File: src/rtl/level_loader_if.sv
// Avalon-MM write-port bundle between the level loader and the tile memory.
interface level_loader_if #(
  parameter int unsigned ADDR_W = 11
) ();

  logic              AVL_CS;
  logic              AVL_WRITE;
  logic              AVL_READ;
  logic [3:0]        AVL_BYTE_EN;
  logic [ADDR_W-1:0] AVL_ADDR;
  logic [31:0]       AVL_WRITEDATA;

  modport master (
    output AVL_CS, AVL_WRITE, AVL_READ, AVL_BYTE_EN, AVL_ADDR, AVL_WRITEDATA
  );

  modport slave (
    input AVL_CS, AVL_WRITE, AVL_READ, AVL_BYTE_EN, AVL_ADDR, AVL_WRITEDATA
  );

endinterface

File: src/rtl/level_loader.sv
// Level loader: streams one level's tile map from the level ROM into tile
// memory, one word per clock, and reports done/error plus an XOR checksum.
module level_loader #(
  parameter int unsigned WORDS_PER_LEVEL = 75,
  parameter int unsigned NUM_LEVELS      = 8,
  parameter int unsigned ADDR_W          = 11,
  parameter int unsigned DST_BASE        = 0
) (
  input  logic              Clk,
  input  logic              RESET,
  input  logic              start,
  input  logic [2:0]        level_sel,
  output logic              busy,
  output logic              done,
  output logic              error,
  output logic [31:0]       checksum,
  output logic [ADDR_W-1:0] rom_addr,
  input  logic [31:0]       rom_q,
  level_loader_if.master    avl
);

  localparam int unsigned CNT_W = $clog2(WORDS_PER_LEVEL + 1);
  localparam logic [CNT_W-1:0] CNT_END = CNT_W'(WORDS_PER_LEVEL);

  typedef enum logic [1:0] {
    IDLE,
    FETCH,
    STREAM
  } state_t;

  state_t            state_q;
  logic [ADDR_W-1:0] base_q;
  logic [CNT_W-1:0]  cnt_q;
  logic              busy_q;
  logic              done_q;
  logic              error_q;
  logic [31:0]       csum_q;
  logic [31:0]       acc_q;
  logic [ADDR_W-1:0] rom_addr_q;
  logic              wr_q;
  logic [ADDR_W-1:0] addr_q;
  logic [31:0]       wdata_q;

  // Level offset in ROM/tile space; wraps in ADDR_W bits by design.
  logic [ADDR_W-1:0] lvl_off;
  assign lvl_off = ADDR_W'(level_sel) * ADDR_W'(WORDS_PER_LEVEL);

  // Control FSM with all outputs registered; ROM data lags rom_addr by one
  // clock, so FETCH primes the pipeline before the write burst starts.
  always_ff @(posedge Clk) begin
    if (RESET) begin
      state_q    <= IDLE;
      base_q     <= '0;
      cnt_q      <= '0;
      busy_q     <= 1'b0;
      done_q     <= 1'b0;
      error_q    <= 1'b0;
      csum_q     <= '0;
      acc_q      <= '0;
      rom_addr_q <= '0;
      wr_q       <= 1'b0;
      addr_q     <= '0;
      wdata_q    <= '0;
    end else begin
      done_q  <= 1'b0;
      error_q <= 1'b0;
      wr_q    <= 1'b0;
      case (state_q)
        IDLE: begin
          if (start) begin
            if (32'(level_sel) >= NUM_LEVELS) begin
              error_q <= 1'b1;
            end else begin
              base_q     <= lvl_off;
              rom_addr_q <= lvl_off;
              busy_q     <= 1'b1;
              acc_q      <= '0;
              cnt_q      <= '0;
              state_q    <= FETCH;
            end
          end
        end
        FETCH: begin
          rom_addr_q <= rom_addr_q + ADDR_W'(1);
          state_q    <= STREAM;
        end
        STREAM: begin
          if (cnt_q == CNT_END) begin
            done_q  <= 1'b1;
            busy_q  <= 1'b0;
            csum_q  <= acc_q;
            state_q <= IDLE;
          end else begin
            wr_q       <= 1'b1;
            addr_q     <= ADDR_W'(DST_BASE) + base_q + ADDR_W'(cnt_q);
            wdata_q    <= rom_q;
            acc_q      <= acc_q ^ rom_q;
            rom_addr_q <= rom_addr_q + ADDR_W'(1);
            cnt_q      <= cnt_q + CNT_W'(1);
          end
        end
        default: state_q <= IDLE;
      endcase
    end
  end

  assign busy     = busy_q;
  assign done     = done_q;
  assign error    = error_q;
  assign checksum = csum_q;
  assign rom_addr = rom_addr_q;

  assign avl.AVL_CS        = wr_q;
  assign avl.AVL_WRITE     = wr_q;
  assign avl.AVL_READ      = 1'b0;
  assign avl.AVL_BYTE_EN   = wr_q ? 4'hF : 4'h0;
  assign avl.AVL_ADDR      = addr_q;
  assign avl.AVL_WRITEDATA = wdata_q;

endmodule

File: src/flat_wrapper.sv
// flat-port wrapper written by rule: the top's interface ports become plain ports
module level_loader_flat 
#(
  parameter int unsigned WORDS_PER_LEVEL = 75,
  parameter int unsigned NUM_LEVELS      = 8,
  parameter int unsigned ADDR_W          = 11,
  parameter int unsigned DST_BASE        = 0
)
  (Clk, RESET, start, level_sel, busy, done, error, checksum, rom_addr, rom_q, avl_AVL_CS, avl_AVL_WRITE, avl_AVL_READ, avl_AVL_BYTE_EN, avl_AVL_ADDR, avl_AVL_WRITEDATA);
  level_loader_if #(.ADDR_W(ADDR_W)) avl_i ();
  input  logic Clk;
  input  logic RESET;
  input  logic start;
  input  logic [2:0] level_sel;
  output logic busy;
  output logic done;
  output logic error;
  output logic [31:0] checksum;
  output logic [ADDR_W-1:0] rom_addr;
  input  logic [31:0] rom_q;
  output wire logic [$bits(avl_i.AVL_CS)-1:0] avl_AVL_CS;
  output wire logic [$bits(avl_i.AVL_WRITE)-1:0] avl_AVL_WRITE;
  output wire logic [$bits(avl_i.AVL_READ)-1:0] avl_AVL_READ;
  output wire logic [$bits(avl_i.AVL_BYTE_EN)-1:0] avl_AVL_BYTE_EN;
  output wire logic [$bits(avl_i.AVL_ADDR)-1:0] avl_AVL_ADDR;
  output wire logic [$bits(avl_i.AVL_WRITEDATA)-1:0] avl_AVL_WRITEDATA;
  assign avl_AVL_CS = avl_i.AVL_CS;
  assign avl_AVL_WRITE = avl_i.AVL_WRITE;
  assign avl_AVL_READ = avl_i.AVL_READ;
  assign avl_AVL_BYTE_EN = avl_i.AVL_BYTE_EN;
  assign avl_AVL_ADDR = avl_i.AVL_ADDR;
  assign avl_AVL_WRITEDATA = avl_i.AVL_WRITEDATA;
  level_loader #(.WORDS_PER_LEVEL(WORDS_PER_LEVEL), .NUM_LEVELS(NUM_LEVELS), .ADDR_W(ADDR_W), .DST_BASE(DST_BASE)) u_core (.Clk(Clk), .RESET(RESET), .start(start), .level_sel(level_sel), .busy(busy), .done(done), .error(error), .checksum(checksum), .rom_addr(rom_addr), .rom_q(rom_q), .avl(avl_i));
endmodule
File: config.mk
export PLATFORM = sky130hd
export DESIGN_NAME = level_loader_flat
export DESIGN_NICKNAME = d
export VERILOG_FILES = /design/src/rtl/level_loader_if.sv /design/src/rtl/level_loader.sv /design/src/flat_wrapper.sv
export SDC_FILE = /design/constraint.sdc
export NUM_CORES = 1
export LEC_CHECK = 0
export BUFFER_PORTS_ARGS = -buffer_cell sky130_fd_sc_hd__buf_2
export CORE_MARGIN = 2
export CORE_UTILIZATION = 50
export CTS_BUF_LIST = sky130_fd_sc_hd__clkbuf_4 sky130_fd_sc_hd__clkbuf_8
export DETAILED_ROUTE_END_ITERATION = 10
export PLACE_DENSITY = 0.78
export SKIP_LAST_GASP = 1
export SLEW_MARGIN = 25
export SYNTH_ARGS = -nofsm -noshare
export SYNTH_HDL_FRONTEND = slang
export SYNTH_SLANG_ARGS = --single-unit
File: constraint.sdc
create_clock -name Clk -period 2 [get_ports Clk]
set_input_delay 0.2 -clock Clk [delete_from_list [all_inputs] [get_ports Clk]]
set_output_delay 0.2 -clock Clk [all_outputs]
set_load 0.01 [all_outputs]
; Word-level counts from Yosys, hierarchy flattened
; Cells that the tools add are included.
[totals]
register_bits = 140
latchBits = 0
ramBits = 0
romBits = 0
input_bits = 38
output_inout_bits = 96
word_cells = 53
n_memories = 0
[op_classes]
n_addsub = 3
mul = 1
div_mod_pow = 0
magnitude_cmp = 0
n_eq_ne = 6
shift = 0
mux = 18
bitwise = 3
n_reduce_logical = 11
[op_table]
columns = cell, n
row1 = two-way mux 32 bit, 2
row2 = one-hot mux 32 bit (2 select lines), 1
row3 = one-hot mux 11 bit (3 select lines), 1
row4 = XOR 32 bit, 1
row5 = two-way mux 11 bit, 2
row6 = two-way mux 7 bit, 2
row7 = one-hot mux 7 bit (2 select lines), 1
row8 = adder 10 x 7 -> 11 bit, 1
row9 = adder 11 x 1 -> 11 bit (second input constant), 1
row10 = multiplier 3 x 7 -> 10 bit (second input constant), 1
row11 = AND reduction 3 bit, 3
row12 = AND reduction 2 bit, 4
row13 = adder 7 x 1 -> 7 bit (second input constant), 1
row14 = equality test 7 bit (second input constant), 1
row15 = one-hot mux 2 bit (3 select lines), 1
row16 = two-way mux 1 bit, 4
row17 = two-way mux 2 bit, 2
row18 = two-way mux 4 bit, 1
row19 = inequality test 2 bit (second input constant), 2
row20 = nonzero test 3 bit, 1
row21 = equality test 2 x 1 -> 1 bit (second input constant), 1
row22 = equality test 2 bit (second input constant), 1
row23 = zero test 2 bit, 1
row24 = inequality test 2 x 1 -> 1 bit (second input constant), 1
row25 = other kinds (4), 5

; Longest topological paths before layout
; Gate-level depths: netlist of run 1.
[depth]
depth_word = 3
mapped_depth = 10
depth_no_buf = 8

; Worst setup path after synthesis of run 1
; OpenSTA, ideal clock, no wires.
[synth_path]
kind = register -> register
from = register u_core.state_q[0]
to = register u_core.rom_addr_q[7] (netlist: u_core.rom_addr[7])
setup_time_ps = 141
arrival_ps = 1982
required_ps = 1859
setup_slack_ps = -123
path_stages_with_launch = 11
path_buffers = 3
synth_period_minus_slack_ps = 2123
path_cell_list = dfxtp_1 inv_1 ha_1 buf_6 and3b_4 and2_1 buf_6 or3_1 buf_2 o31ai_1 a311oi_1
[synth_between]
elab_chain_len = 3
word_cells_on_any_way = 8
[synth_rtl]
columns = element, line_no
row1 = "start, declared", level_loader.sv:31  ; state_t state_q;
row2 = "start signal, assigned", level_loader.sv:52  ; state_q <= IDLE;
row3 = "start signal, assigned", level_loader.sv:79  ; state_q <= FETCH;
row4 = "start signal, assigned", level_loader.sv:85  ; state_q <= STREAM;
row5 = "equality test 2 bit, or another cell as far along", level_loader.sv:68  ; case (state_q)
row6 = inequality test 2 bit (no line) or nonzero test 3 bit (tied branches), --
row7 = AND reduction 3 bit (no line), --
row8 = "end signal, assigned", level_loader.sv:75  ; rom_addr_q <= lvl_off;
row9 = "end signal, assigned", level_loader.sv:84  ; rom_addr_q <= rom_addr_q + ADDR_W'(1);
row10 = "end signal, assigned", level_loader.sv:98  ; rom_addr_q <= rom_addr_q + ADDR_W'(1);
row11 = "end, declared", level_loader.sv:39  ; logic [ADDR_W-1:0] rom_addr_q;
; Several ways; a longest one is shown, not always the timed one.
; A chain may end at the register's enable or synchronous reset.

; Worst setup path after layout of run 1
[layout_path]
from = register u_core.cnt_q[0]
to = register u_core.addr_q[10] (netlist: u_core.avl.AVL_ADDR[10])
[layout_between]
elab_chain_len = 3
word_cells_on_any_way = 4
[layout_rtl]
columns = element, line_no
row1 = "start, declared", level_loader.sv:33  ; logic [CNT_W-1:0] cnt_q;
row2 = "start signal, assigned", level_loader.sv:99  ; cnt_q <= cnt_q + CNT_W'(1);
row3 = branches (longest 3 deep; another with adder 10 x 7 -> 11 bit), --
row4 = "end signal, assigned", level_loader.sv:95  ; addr_q <= ADDR_W'(DST_BASE) + base_q + ADDR_W'(cnt_q);
row5 = "end, declared", level_loader.sv:41  ; logic [ADDR_W-1:0] addr_q;
; Parallel ways; which one is timed is not known.

==> results of run 1 <==
## cells in the final DEF, fill, tap and decap left out, types with 10 or more instances in the layout
master and instances:
buf_4 26, dfxtp_1 138, ha_1 18, nor2_1 56, inv_1 10, xor2_1 38
a21oi_1 98, buf_2 131, nand2_1 200, clkbuf_8 21, dlygate4sd3_1 30, o21ai_0 17
## registers in the layout, indices dropped and copies added (netlist names), 2 cells and up
name	count
u_core.acc_q	32
u_core.avl.AVL_ADDR	11
u_core.avl.AVL_WRITEDATA	32
u_core.base_q	10
u_core.checksum	32
u_core.cnt_q	7
u_core.rom_addr	11
u_core.state_q	2
## metrics by stage
stage	hold slack (ns)	instance area, um^2	cells	utilization [%]	power, mW
after floorplan	0.336	5920	726	-	3.75
after global placement	0.438	6800	980	59.3	4.08
after detailed placement	0.443	6800	980	59.3	4.09
after CTS	0.00134	7500	1040	65.4	6.38
after global routing	0.0212	7510	1040	65.5	6.64
final	0.0285	7510	1040	65.5	6.35
## area by class of cell
cell class | count | area [um^2]
fill | 941 | 3950
multi-input combinational | 527 | 2890
sequential | 140 | 2810
timing repair buffer | 190 | 1210
clock buffer | 23 | 304
tap | 143 | 179
clock inverter | 7 | 88.8
inverter | 10 | 37.5
## path summary, 6_finish.rpt
| check | startpoint | end | slack, ns | depth (start not counted) |
|---|---|---|---|---|
| worst min-delay path | rom_q[14] | u_core.avl.AVL_WRITEDATA[14] | 0.03 | 3 |
| worst max-delay path | u_core.cnt_q[0] | u_core.avl.AVL_ADDR[10] | 0.16 | 8 |
| worst min register to register | u_core.checksum[14] | u_core.checksum[14] | 0.45 | 2 |
| worst max register to register | u_core.cnt_q[0] | u_core.avl.AVL_ADDR[10] | 0.16 | 8 |
## synthesized netlist by cell type, types with 3 or more instances
master and number:
a211oi_1 8, a21o_1 4, a21oi_1 100, a22oi_1 4, and2_1 4, and3_1 7
buf_1 3, buf_2 4, buf_4 7, clkbuf_1 33, dfxtp_1 140, ha_1 19
inv_1 10, nand2_1 200, nand2b_1 4, nand3_1 8, nand4_1 8, nor2_1 56
nor3_1 4, o21ai_0 17, o31ai_1 3, or3_1 3, xnor2_1 6, xor2_1 38
## what timing repair did
| item | 4_1_cts | 5_1_grt |
|---|---|---|
| setup endpoints to repair | 0 | 7 |
| resized for setup | 0 | 4 |
| endpoints found under the hold margin | 30 | 0 |
| hold buffers | 30 | 0 |
## per-layer routing
layer | up-vias | track usage, % | wire length (um)
li1 | 2727 | - | -
met1 | 2516 | 29.3 | 6520
met2 | 144 | 38.2 | 7010
met4 | 0 | 7.80 | 205
met3 | 19 | 5.52 | 770
met5 | - | 0 | 0
## logic make-up after synthesis
family,synth area share (%)
multiplexers,0.529
adder cells (fa/ha/maj),4.70
other,0.0634
AO/OA/AOI/OAI,14.6
buffers and inverters,4.53
XOR/XNOR,6.52
flip-flops,47.4
AND/OR/NAND/NOR,21.6
## power groups by stage
stage	sequential [mW]	clock [mW]	combinational [mW]
floorplan	3.14	0	0.613
global placement	3.12	0	0.961
detailed placement	3.12	0	0.970
CTS	3.06	2.29	1.02
global route	3.08	2.41	1.15
finish	3.06	2.25	1.03
## worst max-delay path, delay by kind of cell (launching register included)
| family | cells | cell delay (ns) |
|---|---|---|
| DFF | 1 | 0.37 |
| and+or+nand+nor | 2 | 0.32 |
| AOI/OAI and AO/OA | 3 | 0.47 |
| adders and majority gates | 2 | 0.54 |
| buffers and inverters | 1 | 0.06 |
==> impl_metrics.tcl, run 1 <==
set metrics [dict create \
    skew_ns 0.00776 \
    switching_power_mw 1.71 \
    synth-edff-count 0 \
    swShare_pct 26.9 \
    fmax_mhz 544 \
    drt-initial-drc-count 366 \
    p_clk_share_pct 35.4 \
    antenna_cells 0 \
    die_y_um 113 \
    drv_slew 0 \
    worst-setup-path-type "reg -> reg" \
    seqPwrFrac_pct 48.3 \
    synth_flop_cell "dfxtp_1" \
    grt_pass1_vias 5016 \
    route.detailed.drc 0 \
    seq_area_frac_synth_pct 47.4 \
    p_per_area_nw_per_um2 845 \
    io_buffers 131 \
    antenna_found_initial 0 \
    first_pass_iters 6 \
    initial_core_util_pct 51.5 \
    synth_area_um2 5910 \
    path_clk_slew_ns 0.07 \
    p_comb_share_pct 16.3 \
    cts_tree "built" \
    critPathCaptureType "register" \
    worst_pin_slew_ns 0.761 \
    clock_path_buffers 2 \
    cpPeakStageDelay_ns 0.37 \
    ant_nets 0 \
    rows 39 \
    cp_data_arrival_time_ns 2.20 \
    layout_setup_ws_ns 0.163 \
    worst_path_max_delay_cell "dfxtp_2" \
    cts_buffers 17 \
    vias 5406 \
    min_path_type "in -> reg" \
    cell_internal_pwr_mw 4.64 \
    p_leak_nw 3.29 \
    clock_sinks 140 \
    ys_async_sr_fraction_pct 0 \
    setup_tns_ns 0 \
    drive_gt1_share_pct 22.9 \
    path_cells "ha_1 -> inv_1 -> fa_1 -> nand2b_1 -> a21oi_2 -> o31a_1 -> nand4_1 -> a21oi_1" \
    finalCritPeriodShare_pct 91.9 \
    synth.largest_area_cell "dfxtp_1" \
    cap_viol_max_count 0 \
    core_area_um2 11500 \
    max-vdd-ir-drop_mv 0.750 \
    grt_max_degree 71 \
    min_period_ns 1.84 \
    hpwl_mm 9.57 \
    critPathMaxFanout 6 \
    ctsRootBufferMaster "clkbuf_8" \
    grt_pass1_wl_mm 23.8 \
    ys_types 47 \
    place_ws_ns -0.0733 \
    syn_to_final_growth_pct 27.1 \
    ys_warn_count 0 \
    routed_wl_mm 14.5 \
    ys_top_cells_by_area "dfxtp_1 (47%), nand2_1 (13%), a21oi_1 (8.5%)" \
    ys_ff_latch 140 \
    hold_viol 0 \
    cts_setup_buffers 0 \
    die-area_um2 12700 \
    clock_latency_ns 0.44 \
    critPathLaunchType "register" \
    netlist_instances 725 \
    die_width_um 113 \
    place_congestion 0.870 \
    nets 945 \
    track_usage_pct 22.9 \
    io_pins 134 \
    outcome "finished, final reports clean" \
    overflow 0 \
    syn_area_per_cell_um2 8.15 \
    htreeDepth 4 \
    routedWlPerCell_um 13.9 \
    slew_headroom_pct 49.3 \
    setup_viol 0 \
    viasPerCell 5.20 \
    rsz0062_at_grt "false" \
    crit_required_ns 2.36 \
    synth_top_area_share_pct 47.4 \
]
(Power assumes the default switching activity.)
==> inputs of run 2 (changes only) <==
--- a/config.mk
+++ b/config.mk
@@ -6,11 +6,13 @@
 export NUM_CORES = 1
 export LEC_CHECK = 0
 export BUFFER_PORTS_ARGS = -buffer_cell sky130_fd_sc_hd__buf_2
+export CELL_PAD_IN_SITES_DETAIL_PLACEMENT = 0
+export CELL_PAD_IN_SITES_GLOBAL_PLACEMENT = 2
 export CORE_MARGIN = 2
-export CORE_UTILIZATION = 50
+export CORE_UTILIZATION = 29
 export CTS_BUF_LIST = sky130_fd_sc_hd__clkbuf_4 sky130_fd_sc_hd__clkbuf_8
 export DETAILED_ROUTE_END_ITERATION = 10
-export PLACE_DENSITY = 0.78
+export PLACE_DENSITY_LB_ADDON = 0.1
 export SKIP_LAST_GASP = 1
 export SLEW_MARGIN = 25
 export SYNTH_ARGS = -nofsm -noshare
==> run 2 against run 1 <==
Non-clock buffer count increased by 8; count of clock-buffer cells in the layout fell by 5; sequential power barely moved; via count shrank 0.57%; die area grew 70%; power increased by 5.1%; core utilization fell by 27 points; register-to-register slack got worse by 0.06 ns; global-route usage down 7.2 points; wire length rose by 14%; clock skew grew 0.0081 ns; fmax down 3.3%; largest power group unchanged.
==> impl_metrics.tcl, run 2 (synthesis results as in run 1) <==
set metrics [dict create \
    outcome "finished, final reports clean" \
    max-vdd-ir-drop_mv 0.460 \
    hpwl_mm 11.6 \
    cts_setup_buffers 0 \
    grt_pass1_wl_mm 27.2 \
    skew_ns 0.0158 \
    htreeDepth 4 \
    nets 953 \
    drv_slew 0 \
    io_pins 134 \
    fmax_mhz 526 \
    routedWlPerCell_um 14.1 \
    cap_viol_max_count 0 \
    die_y_um 147 \
    critPathCaptureType "register" \
    die-area_um2 21500 \
    design_area_um2 7810 \
    clock_latency_ns 0.45 \
    finalCritPeriodShare_pct 95.0 \
    cts_buffers 17 \
    viasPerCell 4.57 \
    ctsRootBufferMaster "clkbuf_8" \
    routed_wl_mm 16.5 \
    ant_nets 0 \
    p_per_area_nw_per_um2 854 \
    syn_to_final_growth_pct 32.1 \
    drive_gt1_share_pct 23.3 \
    cts_tree "built" \
    setup_viol 0 \
    path_clk_slew_ns 0.08 \
    antenna_cells 0 \
    vias 5375 \
    min_path_type "in -> reg" \
    grt_max_degree 73 \
    drt-initial-drc-count 156 \
    hold_viol 0 \
    first_pass_iters 4 \
    critPathMaxFanout 9 \
    die_width_um 147 \
    clock_path_buffers 2 \
    final_cell_mix "nand2_1 (200), dfxtp_1 (139), buf_2 (130)" \
    dpl_cell_area_um2 7040 \
    place_congestion 0.861 \
    rows 52 \
    critPathLaunchType "register" \
    overflow 0 \
    io_buffers 131 \
    track_usage_pct 15.7 \
    route.detailed.drc 0 \
    clock_sinks 140 \
    final_common_cell "nand2_1" \
    place_ws_ns -0.161 \
    p_leak_nw 3.35 \
    cp_data_arrival_time_ns 2.24 \
    layout_setup_ws_ns 0.0999 \
    antenna_found_initial 0 \
    worst-setup-path-type "reg -> reg" \
    initial_core_util_pct 29.4 \
    core_area_um2 20100 \
    crit_required_ns 2.34 \
    rsz0062_at_grt "true" \
    grt_pass1_vias 5298 \
    min_period_ns 1.90 \
]
-- run 2: report_power, final --
part	switching (mW)	internal [mW]
combinational	0.612	0.470
sequential	0.124	2.94
clock	1.15	1.38
total	1.88	4.79
-- run 2: per-stage QoR --
stage | hold WS, ns | utilization, % | setup TNS [ns] | cells | power [mW]
global route | 0.113 | 38.8 | -0.0262 | 1177 | 7.03
finish | 0.0837 | 38.8 | 0 | 1177 | 6.67
CTS | 0.0569 | 38.8 | 0 | 1177 | 6.78
detailed placement | 0.445 | 35.0 | -0.231 | 1113 | 4.17
global placement | 0.438 | 35.0 | -0.0800 | 1113 | 4.16
floorplan | 0.336 | - | 0 | 726 | 3.75
-- run 2: routing by layer --
metal	track usage (%)	share of wire (%)	up-vias
li1	-	-	2734
met1	20.8	49	2509
met2	25.4	46	116
met3	3.32	4.5	16
met4	5.63	1.2	0
met5	0	0	-
-- run 2: final timing paths --
check	start	end	slack (ns)	cells after the start
max reg2reg	u_core.state_q[0]	u_core.rom_addr[6]	0.1	8
max	u_core.state_q[0]	u_core.rom_addr[6]	0.1	8
min reg2reg	u_core.avl.AVL_WRITEDATA[5]	u_core.avl.AVL_WRITEDATA[5]	0.45	2
min	start	u_core.state_q[0]	0.08	3
-- run 2: cell type report --
class | instances | area (um^2)
Sequential cell | 140 | 2800
Timing Repair Buffer | 198 | 1310
Tap cell | 270 | 338
Fill cell | 2119 | 12300
Multi-Input combinational cell | 527 | 2890
Clock buffer | 18 | 241
Inverter | 10 | 37.5
Clock inverter | 14 | 194
-- run 2: critical path, stage by stage (launching register included) --
cell	delay (ns)
dfxtp_2	0.34
inv_1	0.08
ha_2	0.19
buf_4	0.19
nor3_1	0.09
a211oi_2	0.37
buf_4	0.20
a211oi_1	0.07
a211o_1	0.27
-- run 2: what timing repair did --
item                                    CTS  global route
hold buffers                             32             0
gates resized for setup                   0             2
endpoints found under the setup margin    0             5
hold endpoints to repair                 32             0
